==> config.mk <==
export PLATFORM = sky130hd
export DESIGN_NAME = conv_layer_sched
export DESIGN_NICKNAME = d
export VERILOG_FILES = /design/src/rtl/conv_sched_pkg.sv /design/src/rtl/conv_pix_scan.sv /design/src/rtl/conv_layer_sched.sv
export SDC_FILE = /design/constraint.sdc
export NUM_CORES = 1
export LEC_CHECK = 0
export CELL_PAD_IN_SITES_DETAIL_PLACEMENT = 0
export CELL_PAD_IN_SITES_GLOBAL_PLACEMENT = 1
export CORE_UTILIZATION = 40
export DETAILED_ROUTE_END_ITERATION = 12
export DONT_BUFFER_PORTS = 1
export PLACE_DENSITY_LB_ADDON = 0.12
export SYNTH_ARGS = -nofsm -noshare
export SYNTH_HDL_FRONTEND = slang
export SYNTH_SLANG_ARGS = --single-unit
==> constraint.sdc <==
create_clock -name clk -period 4 [get_ports clk]
set_input_delay 0.8 -clock clk [delete_from_list [all_inputs] [get_ports clk]]
set_output_delay 0.8 -clock clk [all_outputs]
set_load 0.02 [all_outputs]
==> src/rtl/conv_sched_pkg.sv <==
// Shared types and constants for the convolution layer scheduler.
package conv_sched_pkg;
   localparam int NUM_KERNEL = 12;
   localparam int DIM_W      = 9;
   localparam int GRP_W      = 6;

   typedef enum logic [2:0] {
      ST_IDLE,
      ST_LOAD,
      ST_WAIT,
      ST_RUN,
      ST_DRAIN,
      ST_DONE
   } state_t;

   typedef struct packed {
      logic [DIM_W-1:0] width;
      logic [DIM_W-1:0] height;
      logic [GRP_W-1:0] num_kgrp;
   } cfg_t;

   function automatic logic cfg_ok(input cfg_t c);
      return (c.width != '0) && (c.height != '0) && (c.num_kgrp != '0);
   endfunction
endpackage

==> src/rtl/conv_pix_scan.sv <==
// Row-major pixel coordinate counter: advances on i_en, wraps at width/height, decodes first/last.
// Zero latency on the decodes; counter holds whenever i_en is low, i_clr wins over i_en.
module conv_pix_scan
   import conv_sched_pkg::*;
(
   input  logic             clk,
   input  logic             i_clr,
   input  logic             i_en,
   input  logic [DIM_W-1:0] i_width,
   input  logic [DIM_W-1:0] i_height,
   output logic [DIM_W-1:0] o_row,
   output logic [DIM_W-1:0] o_col,
   output logic             o_first,
   output logic             o_last
);
   logic [DIM_W-1:0] r_row;
   logic [DIM_W-1:0] r_col;
   logic             w_col_end;
   logic             w_row_end;

   assign w_col_end = (r_col == i_width - DIM_W'(1));
   assign w_row_end = (r_row == i_height - DIM_W'(1));

   // Wrapping the row on the last pixel leaves the counter at (0,0) for the next group.
   always_ff @(posedge clk) begin
      if (i_clr) begin
         r_row <= '0;
         r_col <= '0;
      end else if (i_en) begin
         if (w_col_end) begin
            r_col <= '0;
            r_row <= w_row_end ? '0 : r_row + DIM_W'(1);
         end else begin
            r_col <= r_col + DIM_W'(1);
         end
      end
   end

   assign o_row   = r_row;
   assign o_col   = r_col;
   assign o_first = (r_row == '0) && (r_col == '0);
   assign o_last  = w_row_end && w_col_end;
endmodule

==> src/rtl/conv_layer_sched.sv <==
// Layer scheduler: per weight group, load weights, wait for a fresh ready, scan the map, drain the MACs.
// Control outputs are registered (1-cycle state latency); i_stall freezes the pixel scan in RUN.
module conv_layer_sched
   import conv_sched_pkg::*;
#(
   parameter int PIPE_DEPTH = 4,
   parameter int TIMEOUT    = 1024
) (
   input  logic             clk,
   input  logic             rst,
   input  logic             i_start,
   input  logic             i_abort,
   input  logic [DIM_W-1:0] i_cfg_width,
   input  logic [DIM_W-1:0] i_cfg_height,
   input  logic [GRP_W-1:0] i_cfg_num_kgrp,
   output logic             o_wload_en,
   input  logic             i_wready,
   output logic [GRP_W-1:0] o_kgrp,
   output logic             o_pix_valid,
   input  logic             i_stall,
   output logic [DIM_W-1:0] o_row,
   output logic [DIM_W-1:0] o_col,
   output logic             o_first_pix,
   output logic             o_last_pix,
   output logic             o_busy,
   output logic             o_done,
   output logic             o_err
);
   localparam int DRN_W = $clog2(PIPE_DEPTH + 1);
   localparam int TMO_W = $clog2(TIMEOUT);

   state_t           r_state;
   cfg_t             r_cfg;
   cfg_t             w_cfg_in;
   logic [GRP_W-1:0] r_kgrp;
   logic             r_wload_en;
   logic             r_busy;
   logic             r_pix_valid;
   logic             r_done;
   logic             r_err;
   logic             r_seen_low;
   logic [DRN_W-1:0] r_drain;
   logic [TMO_W-1:0] r_tmo;

   logic             w_accept;
   logic             w_wready_ok;
   logic             w_tmo_hit;
   logic             w_go_idle;
   logic             w_scan_clr;
   logic             w_first;
   logic             w_last;

   assign w_cfg_in    = '{width: i_cfg_width, height: i_cfg_height, num_kgrp: i_cfg_num_kgrp};
   assign w_accept    = r_pix_valid & ~i_stall;
   // A ready level held over from the previous group only counts after a low has been seen.
   assign w_wready_ok = i_wready & r_seen_low;
   assign w_tmo_hit   = (r_state == ST_WAIT) && !w_wready_ok && (r_tmo == TMO_W'(TIMEOUT - 1));
   assign w_go_idle   = rst | i_abort | w_tmo_hit | (r_state == ST_DONE);
   assign w_scan_clr  = rst | i_abort | (r_state != ST_RUN);

   conv_pix_scan u_scan (
      .clk      (clk),
      .i_clr    (w_scan_clr),
      .i_en     (w_accept),
      .i_width  (r_cfg.width),
      .i_height (r_cfg.height),
      .o_row    (o_row),
      .o_col    (o_col),
      .o_first  (w_first),
      .o_last   (w_last)
   );

   always_ff @(posedge clk) begin
      r_done <= 1'b0;
      r_err  <= 1'b0;
      if (w_go_idle) begin
         r_state     <= ST_IDLE;
         r_cfg       <= '0;
         r_kgrp      <= '0;
         r_wload_en  <= 1'b0;
         r_busy      <= 1'b0;
         r_pix_valid <= 1'b0;
         r_seen_low  <= 1'b0;
         r_drain     <= '0;
         r_tmo       <= '0;
         r_err       <= !rst && !i_abort && w_tmo_hit;
      end else begin
         case (r_state)
            ST_IDLE: begin
               if (i_start) begin
                  if (cfg_ok(w_cfg_in)) begin
                     r_cfg      <= w_cfg_in;
                     r_kgrp     <= '0;
                     r_wload_en <= 1'b1;
                     r_busy     <= 1'b1;
                     r_state    <= ST_LOAD;
                  end else begin
                     r_err <= 1'b1;
                  end
               end
            end
            ST_LOAD: begin
               r_wload_en <= 1'b0;
               r_seen_low <= 1'b0;
               r_tmo      <= '0;
               r_state    <= ST_WAIT;
            end
            ST_WAIT: begin
               if (w_wready_ok) begin
                  r_pix_valid <= 1'b1;
                  r_state     <= ST_RUN;
               end else begin
                  r_tmo <= r_tmo + TMO_W'(1);
                  if (!i_wready) r_seen_low <= 1'b1;
               end
            end
            ST_RUN: begin
               if (w_accept && w_last) begin
                  r_pix_valid <= 1'b0;
                  r_drain     <= '0;
                  r_state     <= ST_DRAIN;
               end
            end
            ST_DRAIN: begin
               if (r_drain == DRN_W'(PIPE_DEPTH - 1)) begin
                  if (r_kgrp == r_cfg.num_kgrp - GRP_W'(1)) begin
                     r_done  <= 1'b1;
                     r_state <= ST_DONE;
                  end else begin
                     r_kgrp     <= r_kgrp + GRP_W'(1);
                     r_wload_en <= 1'b1;
                     r_state    <= ST_LOAD;
                  end
               end else begin
                  r_drain <= r_drain + DRN_W'(1);
               end
            end
            default: r_state <= ST_IDLE;
         endcase
      end
   end

   assign o_wload_en  = r_wload_en;
   assign o_kgrp      = r_kgrp;
   assign o_pix_valid = r_pix_valid;
   assign o_first_pix = r_pix_valid & w_first;
   assign o_last_pix  = r_pix_valid & w_last;
   assign o_busy      = r_busy;
   assign o_done      = r_done;
   assign o_err       = r_err;
endmodule

# After elaboration in Yosys (flattened, before gate mapping)
# Index checks and enable logic that the tools add are counted.
totals:
  reg_bits: 70
  inputBits: 30
  output_inout_bits: 31
op_classes:
  add_sub_neg: 8
  n_eq_ne: 20
  muxes: 35
  n_bitwise: 11
  n_reduce_logical: 33
op_table:
  columns: ["operator", "count"]
  rows:
  - ["$mux W3", 8]
  - ["$mux W6", 4]
  - ["$pmux W10 S2", 1]
  - ["$add A9 B1 Y9 const B", 2]
  - ["$eq A9 B9 Y1", 2]
  - ["$logic_not A9 Y1", 2]
  - ["$mux W9", 2]
  - ["$ne A2 B2 Y1 const B", 9]
  - ["$reduce_bool A9 Y1", 2]
  - ["$sub A9 B1 Y9 const B", 2]
  - ["$pmux W3 S5", 1]
  - ["$reduce_and A5 Y1", 3]
  - ["$mux W1", 13]
  - ["$pmux W6 S2", 1]
  - ["$reduce_and A3 Y1", 4]
  - ["$add A10 B1 Y10 const B", 1]
  - ["$eq A10 B10 Y1 const B", 1]
  - ["$mux W10", 1]
  - ["$eq A3 B2 Y1 const B", 3]
  - ["$logic_and A1 B1 Y1", 9]
  - ["$reduce_bool A2 Y1", 4]
  - ["$add A6 B1 Y6 const B", 1]
  - ["$eq A3 B3 Y1 const B", 2]
  - ["$eq A6 B6 Y1", 1]
  - ["16 further kinds", 28]

# Logic depth before layout (Yosys ltp)
# Gate-level depths: netlist (run 1).
logic_depth:
  word_depth: 7
  depth_mapped: 10
  ltp_nobuf: 9

# Cells and area by module
# Synthesis (run 1) repeated with hierarchy kept, for this count alone.
unflattened:
  hier_cells: 497
  hier_area_um2: 4171.5
by_module_without_submodules:
  columns: ["mod", "n_inst", "cells_per_inst", "area_per_inst_um2"]
  rows:
  - ["conv_layer_sched", 1, 283, 2496.1]
  - ["conv_pix_scan", 1, 214, 1675.4]

# Worst setup path before layout (run 1)
# No wires, ideal clock.
synth_timing:
  path_type: "register to output"
  start: "reg r_cfg[17] (netlist bit)"
  end: "out o_last_pix"
  arrival_time_ps: 2433
  required_ps: 3200
  path_slack_ps: 767
  stages_incl_launch_ff: 9
  n_path_buf: 2
  path_cell_list: "dfxtp_1 > buf_6 > or4_4 > or4_1 > a21o_1 > a221oi_4 > nand2_2 > buf_6 > nor2_1"
synth_via:
  elab_chain_len: 4
synth_lines:
  columns: ["element", "line", "source"]
  rows:
  - ["start, declared", "conv_layer_sched.sv:33", "cfg_t r_cfg;"]
  - ["start signal, assigned", "conv_layer_sched.sv:92", "r_cfg <= w_cfg_in;"]
  - ["$sub A9 B1 Y9", "conv_pix_scan.sv:21", "assign w_col_end = (r_col == i_width - DIM_W'(1));"]
  - ["$eq A9 B9 Y1", "conv_pix_scan.sv:21", null]
  - ["$logic_and A1 B1 Y1", "conv_pix_scan.sv:42", "assign o_last = w_row_end && w_col_end;"]
  - ["$and A1 B1 Y1", "conv_layer_sched.sv:147", "assign o_last_pix = r_pix_valid & w_last;"]
  - ["end, declared", "conv_layer_sched.sv:24", "output logic o_last_pix,"]
# Every way passes these cells.

# Final worst setup path (run 1)
layout_timing:
  start: "reg r_cfg[15] (netlist bit)"
  end: "out o_last_pix"
# The elaborated chain is that of the path after synthesis.

==> results of run 1 <==
[worst reg2reg max path, cell delays in order, from the launching register on]
cell	delay [ps]
dfxtp_1	370
or4_4	590
or4_1	520
a21o_1	220
a221oi_4	300
nand2_2	200
or4_1	530
a211oi_1	240
[report_power, final]
group	switching (mW)	total, mW	leakage, nW	internal, mW
logic	0.0839	0.158	0.890	0.0739
registers	0.0186	0.728	0.566	0.709
clock network	0.267	0.682	0.115	0.415
total	0.369	1.57	1.57	1.20
[synth_stat cells, types with 9 or more instances]
library cell	instances	area, um^2
dfxtp_1	70	1401
xnor2_1	23	201.4
mux2i_1	26	260.3
nand2_1	23	86.33
nor3_1	9	45.04
or3_1	10	62.56
nand4_1	12	75.07
o21ai_0	10	50.05
clkbuf_1	17	63.81
inv_1	15	56.30
xor2_1	25	219.0
nor4_1	10	62.56
a21oi_1	15	75.07
nor2_1	69	259.0
ha_1	11	137.6
nand3_1	19	95.09
[final timing paths]
kind                   from         endpoint  cells after the start
setup / recovery  r_cfg[15]       o_last_pix                      6
hold reg to reg    r_tmo[9]         r_tmo[9]                      2
setup reg to reg  r_cfg[15]  u_scan.o_row[6]                      7
hold / removal     r_tmo[9]         r_tmo[9]                      2
[sequential cells by signal, summed over array words and instances (netlist names), 3 cells and up]
signal / flops
r_drain: 3
r_state: 3
o_kgrp: 6
r_cfg: 24
r_tmo: 10
u_scan.o_col: 9
u_scan.o_row: 9
[cell type report]
cell class                 count  area, um^2  area share
tap                          129       161.4     0.03797
clock buffer                  12       135.1     0.03179
inverter                      15       56.30     0.01325
clock inverter                 4       95.09     0.02237
timing repair buffer           7       52.55     0.01236
multi-input combinational    355        2349      0.5525
sequential                    70        1401      0.3297
[stage by stage]
stage / cells / hold WS [ps] / worst slack [ps] / power, mW
2_1_floorplan: 461 / 458.4 / 766.9 / 0.8751
3_3_place_gp: 576 / 470.0 / 689.1 / 0.9014
3_5_place_dp: 576 / 486.0 / 672.7 / 0.9032
4_1_cts: 592 / 496.0 / 279.8 / 1.591
5_1_grt: 592 / 528.0 / 184.6 / 1.636
6_report: 592 / 493.5 / 297.4 / 1.567
[logic make-up after synthesis]
| group | after synthesis | share of synthesized area |
|---|---|---|
| compound gates | 65 | 0.1155 |
| simple gates | 205 | 0.2768 |
| flops | 70 | 0.3592 |
| buf+inv | 36 | 0.03880 |
| fa+ha+maj | 11 | 0.03528 |
| xor+xnor | 48 | 0.1078 |
| mux | 26 | 0.06671 |
[cells in the final DEF (no fill, tap or decap), types with 12 or more instances in the layout]
cell	synthesis	final
inv_1	15	15
xor2_1	25	25
xnor2_1	23	23
mux2i_1	26	26
dfxtp_1	70	70
nand4_1	12	12
a21oi_1	15	15
nand2_1	23	23
nand3_1	19	19
nor2_1	69	69
[layer usage]
metal  wire (um)  global-route usage
met1        4408              0.2372
met5           0                   0
met3         322             0.04092
met2        4162              0.3082
met4          80             0.05686
==> impl_metrics.yaml, run 1 <==
synth:
  synthCells: 461
  ys_seq_area_frac: 0.3592
  ys_types: 56
  syn_nets: 502
  synth_edf_count: 0
  ys.flop_type: "dfxtp_1"
  avgSynthCellArea_um2: 8.463
  synth-async-reset-ratio: 0
  syn_area_mm2: 0.003901
  yosys_register_bits: 70
  yosysWarnings: 0
critical_path:
  cp_slowest_stage_delay_ps: 590
  worst-setup-path-type: "reg2out"
  cp_data_arrival_time_ps: 2900
  crit_buf_inv: 0
  path_cells: "or4_4 > or4_1 > a21o_1 > a221oi_4 > nand2_2 > nor2_1"
  worstSetupEndpointType: "primary output"
  crit_path_top_delay_cell: "or4_4"
  crit_required_ps: 3200
  regToRegSetupSlack_ps: 960
  startpoint_type: "flop"
  crit_family: "simple AND/OR/NAND/NOR gates"
  cp_max_fo: 12
sta:
  setup_violations: 0
  finalHoldViolCount: 0
  maxSlewViolCount: 0
  rsz0062_at_grt: "false"
  relSlewSlack: 0.5390
  period_minus_slack_ps: 3703
  worst-slew-pin-transition_ps: 689.5
  fmaxAchievable_mhz: 270.1
  skew_ps: 8.179
  finalCritPeriodShare: 0.9257
  final.setup.tns_ps: 0
cts:
  clock_sinks: 70
  cts_resized: 0
  clock_latency_ps: 340
  cts.clk_slew.worst_paths_ps: 70
  htreeDepth: 3
  clock_path_buffers: 2
  cts_hold_buf: 0
  post-cts-setup-buffers: 0
  cts_buffers: 9
  clock_tree.root_cell: "clkbuf_8"
  cts_tree: "built"
finish:
  drive_above_1_share: 0.07343
  diodes: 0
  syn2layout_area_growth_pct: 8.948
  final_nets: 499
  fin_util: 0.4557
  nFillCells: 964
  design_area_mm2: 0.004250
route:
  vias: 3203
  drc: 0
  first_pass_iters: 4
  drt_iter0_drc: 94
  wire_per_inst_um: 15.16
  wirelength_mm: 8.974
  via_per_inst: 5.410
  ant_nets: 0
outcome:
  status: "completed"
floorplanning:
  die_w_um: 100.8
  dieHeight_um: 100.8
  core_region_area_mm2: 0.009328
  row_count: 35
  io_pins: 61
  die_area_mm2: 0.01015
  start_util: 0.4182
grt:
  grt_usage: 0.1845
  grt_max_degree: 19
  antenna_found_initial: 0
  grt_first_pass_wirelength_mm: 14.68
  overflow: 0
  first_global_vias: 3082
power:
  power.density_mw_per_mm2: 368.7
  ir_drop_mv: 0.1597
  power.leakage_nw: 1.571
job:
  maxCapViolations: 0
placed_design:
  gp_congestion: 0.7562
  placed_area_mm2: 0.004020
  hpwl_mm: 6.744
  place.port_buffers: 0
hold_path:
  hold_class: "reg2reg"
No activity file was read; power rests on OpenSTA's default activity.
==> run 2: changes to the inputs <==
- CORE_UTILIZATION: 40 -> 48
- clock period: 4 -> 3.6 ns (I/O delays scaled with it)
==> run 2 against run 1 <==
Clock skew up 0.79 ps. Final cell count down 4.6%. Clock power up 4.3%. First-iteration DRC count up 53%. Die area down 16%. Global-route usage up 3.2 points. Clock-buffer cell count down 2.
==> impl_metrics.yaml, run 2 (synthesis gave the netlist of run 1 again) <==
finish:
  area.sequential_mm2: 0.001401
  reg_top3: "r_cfg (24), r_tmo (10)"
  nFillCells: 770
  multiInputGateArea_mm2: 0.002361
  layout_common_cells: "dfxtp_1 (70), nor2_1 (68), mux2i_1 (26)"
  diodes: 0
  syn2layout_area_growth_pct: 8.210
  largest_reg_flops: 24
  top_register: "r_cfg"
  drive_above_1_share: 0.08207
  final_common_cell: "dfxtp_1"
  final_nets: 499
  design_area_mm2: 0.004222
cts:
  clock_path_buffers: 2
  cts_tree: "built"
  clock_sinks: 70
  cts_buffers: 9
  clock_latency_ps: 350
  clock_tree.root_cell: "clkbuf_8"
  cts.clk_slew.worst_paths_ps: 80
  post-cts-setup-buffers: 0
  cts_hold_buf: 0
  htreeDepth: 3
outcome:
  status: "completed"
grt:
  first_global_vias: 3032
  grt_first_pass_wirelength_mm: 14.57
  grt_max_degree: 18
  grt_usage: 0.2163
  overflow: 0
  antenna_found_initial: 0
placed_design:
  placed_area_mm2: 0.003986
  place.port_buffers: 0
  gp_congestion: 0.7663
  hpwl_mm: 6.347
route:
  first_pass_iters: 4
  via_per_inst: 5.687
  vias: 3213
  route.met2.wl_mm: 4.007
  routed.top_layer: "met4"
  wirelength_mm: 8.560
  wl_met1_mm: 4.069
  wl_met3_um: 393
  drt_iter0_drc: 144
  drc: 0
  ant_nets: 0
  wire_per_inst_um: 15.15
hold_path:
  hold_class: "in2reg"
sta:
  setup_violations: 0
  maxSlewViolCount: 0
  relSlewSlack: 0.2878
  fmaxAchievable_mhz: 289.7
  finalHoldViolCount: 0
  finalCritPeriodShare: 0.9587
  worst-slew-pin-transition_ps: 1061
  period_minus_slack_ps: 3451
  rsz0062_at_grt: "false"
  skew_ps: 8.973
  holdWs_ps: 469.1
  final.setup.tns_ps: 0
floorplanning:
  die_w_um: 92.16
  core_region_area_mm2: 0.007807
  io_pins: 61
  die_area_mm2: 0.008493
  row_count: 32
  start_util: 0.4997
  dieHeight_um: 92.16
critical_path:
  worst-setup-path-type: "reg2out"
  cp_max_fo: 12
  startpoint_type: "flop"
  crit_required_ps: 2880
  cp_data_arrival_time_ps: 2730
  worstSetupEndpointType: "primary output"
power:
  ir_drop_mv: 0.2093
  power.density_mw_per_mm2: 401.5
  power.leakage_nw: 1.577
job:
  maxCapViolations: 0
==> run 2: cell count changes in the layout (fill, tap and decap cells not counted), sizes merged <==
cell,before,now
bufinv,3,2
clkbuf,12,10
clkinv,1,2
clkinvlp,0,2
==> run 2: power by group <==
part / switching, mW / internal [mW]
combinational: 0.0932 / 0.0821
clock: 0.305 / 0.406
sequential: 0.0209 / 0.788
total: 0.419 / 1.28
==> run 2: per-stage QoR <==
| step | setup slack (ps) | total power [mW] | util | cells |
|---|---|---|---|---|
| 6_report | 148.5 | 1.695 | 0.5407 | 565 |
| 3_3_place_gp | 372.5 | 0.9996 | 0.5106 | 549 |
| 2_1_floorplan | 446.9 | 0.9724 | - | 461 |
| 3_5_place_dp | 357.2 | 1.002 | 0.5106 | 549 |
| 5_1_grt | 53.41 | 1.774 | 0.5407 | 565 |
| 4_1_cts | 39.51 | 1.712 | 0.5394 | 565 |
==> run 2: worst paths after layout <==
kind / startpoint / end / slack [ps] / cells after the start
min: rst / o_err / 470 / 1
min reg2reg: r_tmo[9] / r_tmo[9] / 500 / 2
max: r_cfg[15] / o_last_pix / 150 / 6
max reg2reg: r_cfg[15] / u_scan.o_row[4] / 490 / 7
==> run 2: final cells by class <==
class                      instances  area share
sequential                        70      0.3319
multi-input combinational        355      0.5593
inverter                          15     0.01334
clock inverter                     6     0.02015
clock buffer                      10     0.03260
timing repair buffer               7     0.01245
tap                              102     0.03023
==> run 2: routing by layer <==
layer / global-route usage / vias up
li1: - / 1648
met1: 0.2702 / 1487
met2: 0.3588 / 70
met3: 0.06799 / 8
met4: 0.05729 / 0
met5: 0 / -
==> run 2: timing repair <==
| item | in CTS | in global routing |
|---|---|---|
| gates resized for setup | 1 | 2 |
| endpoints found under the setup margin | 1 | 1 |
| hold endpoints to repair | 0 | 0 |
==> run 2: worst max-delay path, cell delays in order (launching register included) <==
cell      delay (ps)
dfxtp_1          370
or4_4            590
or4_1            520
a21o_1           220
a221oi_4         340
nand2_4          150
nor2_4           190
